**config.mk**
```make
export PLATFORM = sky130hd
export DESIGN_NAME = router_port_arbiter_flat
export DESIGN_NICKNAME = d
export VERILOG_FILES = /design/src/rtl/router_port_arbiter_pkg.sv /design/src/rtl/router_port_arbiter_if.sv /design/src/rtl/router_port_arbiter_rr_pick.sv /design/src/rtl/router_port_arbiter.sv /design/src/flat_wrapper.sv
export SDC_FILE = /design/constraint.sdc
export NUM_CORES = 1
export LEC_CHECK = 0
export CORE_ASPECT_RATIO = 0.75
export CORE_UTILIZATION = 58
export CTS_CLUSTER_SIZE = 10
export DETAILED_ROUTE_END_ITERATION = 6
export GPL_TIMING_DRIVEN = 0
export PLACE_DENSITY = 0.81
export SYNTH_ARGS = -nofsm -noshare
export SYNTH_HDL_FRONTEND = slang
export SYNTH_SLANG_ARGS = --single-unit
```
**constraint.sdc**
```tcl
create_clock -name clock -period 6.19 [get_ports clock]
set_input_delay 0.619 -clock clock [delete_from_list [all_inputs] [get_ports clock]]
set_output_delay 0.619 -clock clock [all_outputs]
set_load 0.01 [all_outputs]
```
**src/rtl/router_port_arbiter_pkg.sv**
```systemverilog
// router_arb_pkg
// Shared constants and types for the router output-port arbiter.
//   NUM_PORTS_DEF : default number of input ports competing for one output
//   PORT_ID_W     : width of a port index for the default port count
//   arb_state_t   : arbiter FSM states (IDLE, GRANT, RELEASE)
package router_arb_pkg;

  localparam int NUM_PORTS_DEF = 16;
  localparam int PORT_ID_W     = $clog2(NUM_PORTS_DEF);

  typedef enum logic [1:0] {
    IDLE    = 2'd0,
    GRANT   = 2'd1,
    RELEASE = 2'd2
  } arb_state_t;

endpackage

```
**src/rtl/router_port_arbiter_if.sv**
```systemverilog
// router_port_arbiter_if
// Bundles the request/grant signals between the input ports and the arbiter
// of one router output port.
//   req         : per-port request, held high through the packet's last frame
//   grant       : registered one-hot grant
//   grant_valid : grant is non-zero
//   grant_id    : index of the granted port, 0 when nothing is granted
//   busy        : port is requesting but does not hold the grant
//   timeout_err : one-cycle pulse when a grant is forcibly released
// Modports:
//   master : the requesting side (drives req, observes the rest)
//   slave  : the arbiter side (observes req, drives the rest)
interface router_port_arbiter_if
  import router_arb_pkg::*;
#(
  parameter int NUM_PORTS = NUM_PORTS_DEF,
  parameter int ID_W      = (NUM_PORTS > 1) ? $clog2(NUM_PORTS) : 1
);

  logic [NUM_PORTS-1:0] req;
  logic [NUM_PORTS-1:0] grant;
  logic                 grant_valid;
  logic [ID_W-1:0]      grant_id;
  logic [NUM_PORTS-1:0] busy;
  logic                 timeout_err;

  modport master (
    output req,
    input  grant,
    input  grant_valid,
    input  grant_id,
    input  busy,
    input  timeout_err
  );

  modport slave (
    input  req,
    output grant,
    output grant_valid,
    output grant_id,
    output busy,
    output timeout_err
  );

endinterface

```
**src/rtl/router_port_arbiter_rr_pick.sv**
```systemverilog
// rr_pick
// Combinational round-robin picker. Searches req_masked starting just above
// last_id, wrapping around, and returns the first set index.
//   req_masked : eligible requesters (req with locked-out ports removed)
//   last_id    : most recently granted port index
//   found      : at least one eligible requester exists
//   pick_id    : chosen port index (0 when found is low)
module rr_pick
  import router_arb_pkg::*;
#(
  parameter int NUM_PORTS = NUM_PORTS_DEF,
  parameter int ID_W      = (NUM_PORTS > 1) ? $clog2(NUM_PORTS) : 1
) (
  input  logic [NUM_PORTS-1:0] req_masked,
  input  logic [ID_W-1:0]      last_id,
  output logic                 found,
  output logic [ID_W-1:0]      pick_id
);

  // Walk the ports in priority order last_id+1, last_id+2, ... wrapping back
  // to last_id itself as the lowest priority; the first eligible one wins.
  always_comb begin
    int idx_full;
    logic [ID_W-1:0] idx;
    found    = 1'b0;
    pick_id  = '0;
    idx_full = 0;
    idx      = '0;
    for (int k = 1; k <= NUM_PORTS; k++) begin
      idx_full = (int'(last_id) + k) % NUM_PORTS;
      idx      = ID_W'(idx_full);
      if (!found && req_masked[idx]) begin
        found   = 1'b1;
        pick_id = idx;
      end
    end
  end

endmodule

```
**src/rtl/router_port_arbiter.sv**
```systemverilog
// router_port_arbiter
// Round-robin arbiter granting one router output port to one of NUM_PORTS
// input ports at a time. A grant is held for the whole packet (while the
// holder keeps req high), followed by a one-cycle RELEASE gap. A holder that
// keeps req high for TIMEOUT cycles is forcibly released, flagged with
// timeout_err, and locked out until it drops req for at least one cycle.
// Ports:
//   clock : single clock, rising edge
//   reset : asynchronous, active-high
//   bus   : router_port_arbiter_if.slave (req in; grant, grant_valid,
//           grant_id, busy, timeout_err out)
module router_port_arbiter
  import router_arb_pkg::*;
#(
  parameter int NUM_PORTS = NUM_PORTS_DEF,
  parameter int TIMEOUT   = 1024
) (
  input  logic                  clock,
  input  logic                  reset,
  router_port_arbiter_if.slave  bus
);

  // For the default port count ID_W equals PORT_ID_W.
  localparam int ID_W  = (NUM_PORTS > 1) ? $clog2(NUM_PORTS) : 1;
  localparam int CNT_W = (TIMEOUT > 1) ? $clog2(TIMEOUT) : 1;

  localparam logic [CNT_W-1:0]     HOLD_LIMIT = CNT_W'(TIMEOUT - 1);
  localparam logic [CNT_W-1:0]     HOLD_SAT   = '1;
  localparam logic [NUM_PORTS-1:0] GRANT_LSB  = NUM_PORTS'(1);
  localparam logic [ID_W-1:0]      LAST_INIT  = ID_W'(NUM_PORTS - 1);

  arb_state_t           state_q, state_n;
  logic [NUM_PORTS-1:0] grant_q, grant_n;
  logic                 valid_q, valid_n;
  logic [ID_W-1:0]      id_q, id_n;
  logic                 tout_q, tout_n;
  logic [NUM_PORTS-1:0] lockout_q, lockout_n;
  logic [CNT_W-1:0]     hold_q, hold_n;
  logic [ID_W-1:0]      last_id_q, last_id_n;

  logic [NUM_PORTS-1:0] eligible;
  logic                 found;
  logic [ID_W-1:0]      pick_id;

  assign eligible = bus.req & ~lockout_q;

  rr_pick #(
    .NUM_PORTS (NUM_PORTS),
    .ID_W      (ID_W)
  ) u_rr_pick (
    .req_masked (eligible),
    .last_id    (last_id_q),
    .found      (found),
    .pick_id    (pick_id)
  );

  // Next-state and next-output logic. RELEASE is the one-cycle bus gap: the
  // grant is already zero during it, and the arbitration that ends it is the
  // same one IDLE performs, so back-to-back packets see exactly one idle
  // cycle. Lockout bits drop whenever their request is low.
  always_comb begin
    state_n   = state_q;
    grant_n   = grant_q;
    valid_n   = valid_q;
    id_n      = id_q;
    tout_n    = 1'b0;
    hold_n    = hold_q;
    last_id_n = last_id_q;
    lockout_n = lockout_q & bus.req;

    unique case (state_q)
      IDLE, RELEASE: begin
        state_n = IDLE;
        grant_n = '0;
        valid_n = 1'b0;
        id_n    = '0;
        if (found) begin
          state_n   = GRANT;
          grant_n   = GRANT_LSB << pick_id;
          valid_n   = 1'b1;
          id_n      = pick_id;
          hold_n    = '0;
          last_id_n = pick_id;
        end
      end

      GRANT: begin
        // A holder dropping req on the limit cycle is a normal release, so
        // the req test comes before the hold-limit test.
        if (!bus.req[id_q]) begin
          state_n = RELEASE;
          grant_n = '0;
          valid_n = 1'b0;
          id_n    = '0;
        end else if (hold_q == HOLD_LIMIT) begin
          state_n         = RELEASE;
          grant_n         = '0;
          valid_n         = 1'b0;
          id_n            = '0;
          tout_n          = 1'b1;
          lockout_n[id_q] = 1'b1;
        end else if (hold_q != HOLD_SAT) begin
          hold_n = hold_q + CNT_W'(1);
        end
      end

      default: begin
        state_n = IDLE;
        grant_n = '0;
        valid_n = 1'b0;
        id_n    = '0;
      end
    endcase
  end

  // State and output registers. last_id resets to the top port so port 0
  // is first in line after reset; reset drops the grant immediately.
  always_ff @(posedge clock or posedge reset) begin
    if (reset) begin
      state_q   <= IDLE;
      grant_q   <= '0;
      valid_q   <= 1'b0;
      id_q      <= '0;
      tout_q    <= 1'b0;
      lockout_q <= '0;
      hold_q    <= '0;
      last_id_q <= LAST_INIT;
    end else begin
      state_q   <= state_n;
      grant_q   <= grant_n;
      valid_q   <= valid_n;
      id_q      <= id_n;
      tout_q    <= tout_n;
      lockout_q <= lockout_n;
      hold_q    <= hold_n;
      last_id_q <= last_id_n;
    end
  end

  assign bus.grant       = grant_q;
  assign bus.grant_valid = valid_q;
  assign bus.grant_id    = id_q;
  assign bus.timeout_err = tout_q;
  // busy follows req combinationally so it equals req while reset is held.
  assign bus.busy        = bus.req & ~grant_q;

endmodule

```
**src/flat_wrapper.sv**
```systemverilog
// flat-port wrapper written by rule: the top's interface ports become plain ports
module router_port_arbiter_flat import router_arb_pkg::*;
#(
  parameter int NUM_PORTS = NUM_PORTS_DEF,
  parameter int TIMEOUT   = 1024
)
  (clock, reset, bus_req, bus_grant, bus_grant_valid, bus_grant_id, bus_busy, bus_timeout_err);
  router_port_arbiter_if #(.NUM_PORTS(NUM_PORTS)) bus_i ();
  input  logic clock;
  input  logic reset;
  input wire logic [$bits(bus_i.req)-1:0] bus_req;
  output wire logic [$bits(bus_i.grant)-1:0] bus_grant;
  output wire logic [$bits(bus_i.grant_valid)-1:0] bus_grant_valid;
  output wire logic [$bits(bus_i.grant_id)-1:0] bus_grant_id;
  output wire logic [$bits(bus_i.busy)-1:0] bus_busy;
  output wire logic [$bits(bus_i.timeout_err)-1:0] bus_timeout_err;
  assign bus_i.req = bus_req;
  assign bus_grant = bus_i.grant;
  assign bus_grant_valid = bus_i.grant_valid;
  assign bus_grant_id = bus_i.grant_id;
  assign bus_busy = bus_i.busy;
  assign bus_timeout_err = bus_i.timeout_err;
  router_port_arbiter #(.NUM_PORTS(NUM_PORTS), .TIMEOUT(TIMEOUT)) u_core (.clock(clock), .reset(reset), .bus(bus_i));
endmodule
```
==> results.toml <==
[outcome]
outcome = "finished with violations"
violations = "design-rule violations"

[cts]
cts_inserted_buffers = 5
ctsResizeCount = 0
cts.sinks = 53
ctsHoldBuffers = 0
clk_pin_slew_ns = 0.07
clock_latency_ns = 0.29
htreeDepth = 2
cts_setup_buffers = 0
cts_tree = "yes"
cts_max_path_buffers = 2
clockRootBuffer = "clkbuf_16"

[synth]
async_flop_share_pct = 100
syn_inst = 582
ys_warn_count = 0
ys_seq_area_share_pct = 25.3
synth_nets = 608
syn_area_per_cell_um2 = 9.03
synth_edf_count = 0
ys_seq_elements = 53
synth_area_um2 = 5260
ys.flop_type = "dfrtp_1"
synthDistinctLibCells = 74

[routing]
routedWlPerCell_um = 25.1
ant_nets = 0
wl_met1_mm = 7.85
via_per_inst = 7.18
wl_mm = 18.9
wl_met2_mm = 7.90
via_count = 5415
routed-wl-met3_mm = 2.77
drc = 1
drtIter0Drc = 779
drt-pass1-iter-count = 7
routed.top_layer = "met4"

[sta]
min_period_ns = 5.94
finalSetupViolCount = 0
hold_viol_final = 0
finalMaxSlewViolations = 0
finalCritPeriodShare_pct = 96.0
tns_ns = 0
max_freq_ghz = 0.168
rsz0062_at_grt = "no"
max_slew_margin_pct = 22.6
skew_ns = 0.00684
tightest_slew_ns = 1.15

[worst_setup_path]
path_cells = "inv_1, clkbuf_1, ha_1, xnor2_1, mux4_2, mux2i_1, mux2_2, nor3_1, nand4b_1, o22a_1, a221o_1, or3_4, o31ai_1"
critPathCaptureType = "flop"
max_stage_delay_ns = 0.91
r2r-start = "u_core.last_id_q[1]"
slowest_stage = "xnor2_1"
r2r-end = "u_core.bus.grant[1]"
path_class = "flop to flop"
arrival_ns = 6.13
r2r_cells = 13
worstSetupStartpointType = "flop"
path_max_fanout = 13
worstPathRequired_ns = 6.38
r2r_slack_ns = 0.25

[floorplanning]
coreArea_um2 = 8640
io_pins = 56
die-area_um2 = 9450
die_h_um = 84.5
rows = 29
die_w_um = 112
start_util_pct = 60.9

[global_routing]
first_global_vias = 5167
antenna_found_initial = 0
grt.total_usage_pct = 41.0
grt_overflow_total = 0
grt_pass1_wl_mm = 29.4
grt_max_degree = 43

[placed_design]
portBuffers = 55
placedCellCount = 746
hpwl_mm = 14.6
place_area_um2 = 5960
gp_congestion = 0.987

[hold_path]
worstHoldPathCells = 2
min_to = "u_core.bus.grant[13]"
hold_class = "flop to flop"
min_from = "u_core.bus.grant[13]"

[layout]
syn2layout_area_growth_pct = 16.2
nets = 671
mostFrequentLayoutCell = "nand2_1"
mostFrequentLayoutCells = "nand2_1, clkdlybuf4s50_1, dfrtp_1, nor2_1, nor2b_1"
drive_gt1_share_pct = 13.2
fin_area_um2 = 6110
utilization_pct = 70.7
antenna_cells = 0
fin_cells = 754

[job]
maxCapViolCount = 0
==> final cells by class <==
type | count | area [um^2]
plain buffers | 31 | 161
clock buffers | 6 | 129
clock inverters | 2 | 15.0
fillers | 665 | 2530
inverters | 8 | 30.0
multi-input cells | 490 | 3730
flip-flops and latches | 53 | 1330
well taps | 108 | 135
repair buffers | 56 | 571
==> through the flow <==
stage | hold WS [ns] | setup WS [ns]
after floorplan | 0.453 | 1.78
final | 0.501 | 0.249
after global placement | 0.486 | 0.703
after CTS | 0.503 | 0.531
after global routing | 0.540 | 0.129
after detailed placement | 0.490 | 0.564
==> layer usage <==
layer	track usage [%]	up-vias
met4	9.45	0
met5	0	-
met1	58.6	2635
met3	16.2	49
met2	58.2	391
li1	-	2340
==> flip-flops by register name (all words and copies together), names as in the netlist <==
register and count:
u_core.bus.grant 16, u_core.lockout_q 16, u_core.hold_q 10, u_core.bus.grant_id 4, u_core.last_id_q 4, u_core.state_q 2, u_core.bus.timeout_err 1
==> synthesized netlist by cell type (4+ instances only) <==
master,count,area share [%]
a2111oi_0,4,0.67
a211oi_1,5,0.71
a21oi_1,24,2.3
a22o_1,8,1.3
a31oi_1,5,0.59
and2_1,6,0.71
and3_1,6,0.71
buf_6,4,0.86
clkbuf_1,19,1.4
dfrtp_1,49,23
dfstp_2,4,2.0
ha_1,8,1.9
inv_1,6,0.43
mux2_2,15,3.2
mux2i_1,27,5.1
mux4_2,28,12
nand2_1,76,5.4
nand2b_1,21,2.5
nand3_1,14,1.3
nand4_1,4,0.48
nor2_1,37,2.6
nor2b_1,31,3.7
nor3_1,8,0.76
nor3b_1,6,0.86
nor4bb_1,6,1.1
o211ai_1,4,0.57
o21a_1,4,0.57
o21ai_0,26,2.5
o22ai_1,12,1.4
o31ai_1,19,2.7
xnor2_1,10,1.7
xor2_1,9,1.5
==> kinds of logic (layout without fill, tap and decap cells) <==
family	count (synthesis)	in the layout	synth area share, %
flops	53	53	25.3
fa+ha+maj	8	8	1.90
xor+xnor	21	21	3.78
compound gates	148	148	19.6
simple gates	241	241	24.7
mux	72	72	21.0
buf+inv	39	103	3.64
==> worst max path at each step <==
stage	start	to	slack, ns	cells past startpoint
global route	u_core.last_id_q[1]	u_core.bus.grant[9]	0.13	14
detailed placement	u_core.last_id_q[1]	u_core.bus.grant[9]	0.56	14
finish	u_core.last_id_q[1]	u_core.bus.grant[1]	0.25	13
global placement	u_core.last_id_q[1]	u_core.bus.grant[5]	0.70	14
CTS	u_core.last_id_q[1]	u_core.bus.grant[9]	0.53	14
floorplan	u_core.last_id_q[1]	u_core.bus.grant[12]	1.78	15
==> worst max-delay path, delay by kind of cell, from the launching register on <==
| family | cells | cell delay (ns) |
|---|---|---|
| flops | 1 | 0.65 |
| fa+ha+maj | 1 | 0.39 |
| mux | 3 | 1.01 |
| compound gates | 3 | 0.93 |
| xor+xnor | 1 | 0.91 |
| buf+inv | 2 | 0.58 |
| simple gates | 3 | 1.35 |
Power is not shown: default switching activity piles up to over one toggle a cycle in this logic, so the estimate is an artifact.
==> patch, RTL diff (same settings) <==
`id_q` and `hold_q` no longer have a reset.
--- a/src/rtl/router_port_arbiter.sv
+++ b/src/rtl/router_port_arbiter.sv
@@ -122,6 +122,4 @@
       valid_q   <= 1'b0;
-      id_q      <= '0;
       tout_q    <= 1'b0;
       lockout_q <= '0;
-      hold_q    <= '0;
       last_id_q <= LAST_INIT;
@@ -131,8 +129,11 @@
       valid_q   <= valid_n;
-      id_q      <= id_n;
       tout_q    <= tout_n;
       lockout_q <= lockout_n;
-      hold_q    <= hold_n;
       last_id_q <= last_id_n;
     end
+  end
+
+  always_ff @(posedge clock) begin
+    id_q   <= id_n;
+    hold_q <= hold_n;
   end
Function: changed (Yosys sat finds a counterexample within 4 cycles, from zero or initial values and one cycle with reset high).
==> patch against the original RTL <==
  * The flow still finishes with violations (design-rule violations)
  * Utilization is 0.12 points higher
  * First-iteration DRC count is 1.8% higher
  * Wire length is 6.0% lower
  * Area after synthesis is 0.29% higher
  * Clock skew is 5.1 ps higher
  * Final area is 0.16% higher
  * Worst setup slack better by 290 ps
  * Sequential cell count stayed put
  * Highest routed layer unchanged
Power is not shown: default switching activity piles up to over one toggle a cycle in this logic, so the estimate is an artifact.
==> patch: results (changes against the original RTL) <==
metric	value	unit	change
GRT met3 Usage	0.123		was 0.162
dominant cells by area after synthesis	dfrtp_1, mux4_2, edfxtp_1, mux2i_1, nand2_1		was dfrtp_1, mux4_2, nand2_1, mux2i_1, nor2b_1
detailed placement HPWL	13300	um	was 14600 um
# DRC	2		was 1
vias in the first global route	4994		was 5167
first-pass GRT wire length	27700	um	was 29400 um
gr usage total	0.382		was 0.410
Unique masters post-synth	83		was 74
dpl cells	735		was 746
vias per inst	7.12		was 7.18
pre-CTS setup slack	745	ps	was 564 ps
global-route layer with the greatest usage	met2		was met1
ys async rst share	0.736		was 1.00
FILL cells	660		was 665
arrival time worst endpoint	5850	ps	was 6130 ps
Mapped Nets	598		was 608
RePlAce Congestion	1.02		was 0.987
DR WL met2	7480	um	was 7900 um
layout cells sized above 1	0.146		was 0.132
EDFF count, synth	14		was 0
metal1 wirelength	7350	um	was 7850 um
met2 Resource Use GR	0.562		was 0.582
nets	660		was 671
GR Layer Usage met1	0.558		was 0.586
status	finished with violations		unchanged
drt first-iter violations	793		was 779
Worst Tran Pin Value	821	ps	was 1150 ps
Post-Syn Instances	572		was 582
failing checks	design-rule violations		unchanged
met3 wire len	2680	um	was 2770 um
placed cell areas	5960	um^2	about the same
Seq/Total Area, Yosys	0.266		was 0.253
Routed WL	17800	um	was 18900 um
per-cell routed wire length	23.9	um	was 25.1 um
Critical Path Slowest Stage Cell	dfstp_2		was xnor2_1
[patch: area by class of cell]
| class | instances | area share |
|---|---|---|
| Multi-Input combinational cell | 475 | 0.595 |
| Sequential cell | 53 | 0.229 |
| Timing Repair Buffer | 55 | 0.0900 |
| Buffer | 31 | 0.0299 |
| Clock buffer | 7 | 0.0252 |
| Tap cell | 108 | 0.0221 |
| Inverter | 13 | 0.00798 |
| Clock inverter | 1 | 0.000818 |
[patch: stage by stage]
step / utilization / hold slack, ps
CTS: 0.708 / 503
finish: 0.708 / 508
detailed placement: 0.690 / 483
global placement: 0.690 / 482
floorplan: - / 460
global route: 0.708 / 514
[patch: cells by family (layout without fill, tap and decap cells)]
family,Yosys count,count (layout),share of synthesized area
xor+xnor,17,17,0.0311
fa+ha+maj,8,8,0.0190
buf+inv,44,107,0.0439
flops,53,53,0.266
mux,73,73,0.212
compound gates,156,156,0.213
simple gates,221,221,0.215
[patch: worst reg2reg max path, cell delays in order (launching register included)]
cell	delay [ps]
dfstp_2	650
clkinv_1	350
clkbuf_1	470
ha_1	420
clkbuf_2	200
inv_2	270
mux4_2	610
a221oi_2	600
nand2_2	190
nor4_2	650
nand3_1	210
a32oi_1	360
nand4_1	290
o31ai_1	300
[patch: path summary, 6_finish.rpt]
| check | from | cells after the start | endpoint | slack [ps] |
|---|---|---|---|---|
| min | u_core.lockout_q[9] | 1 | u_core.lockout_q[9] | 510 |
| max in group asynchronous | reset | 2 | u_core.bus.grant[13] | 4850 |
| max reg2reg | u_core.last_id_q[1] | 13 | u_core.bus.grant[1] | 540 |
| min in group asynchronous | reset | 2 | u_core.lockout_q[15] | 810 |
| max | u_core.last_id_q[1] | 13 | u_core.bus.grant[1] | 540 |
| min reg2reg | u_core.lockout_q[9] | 1 | u_core.lockout_q[9] | 510 |
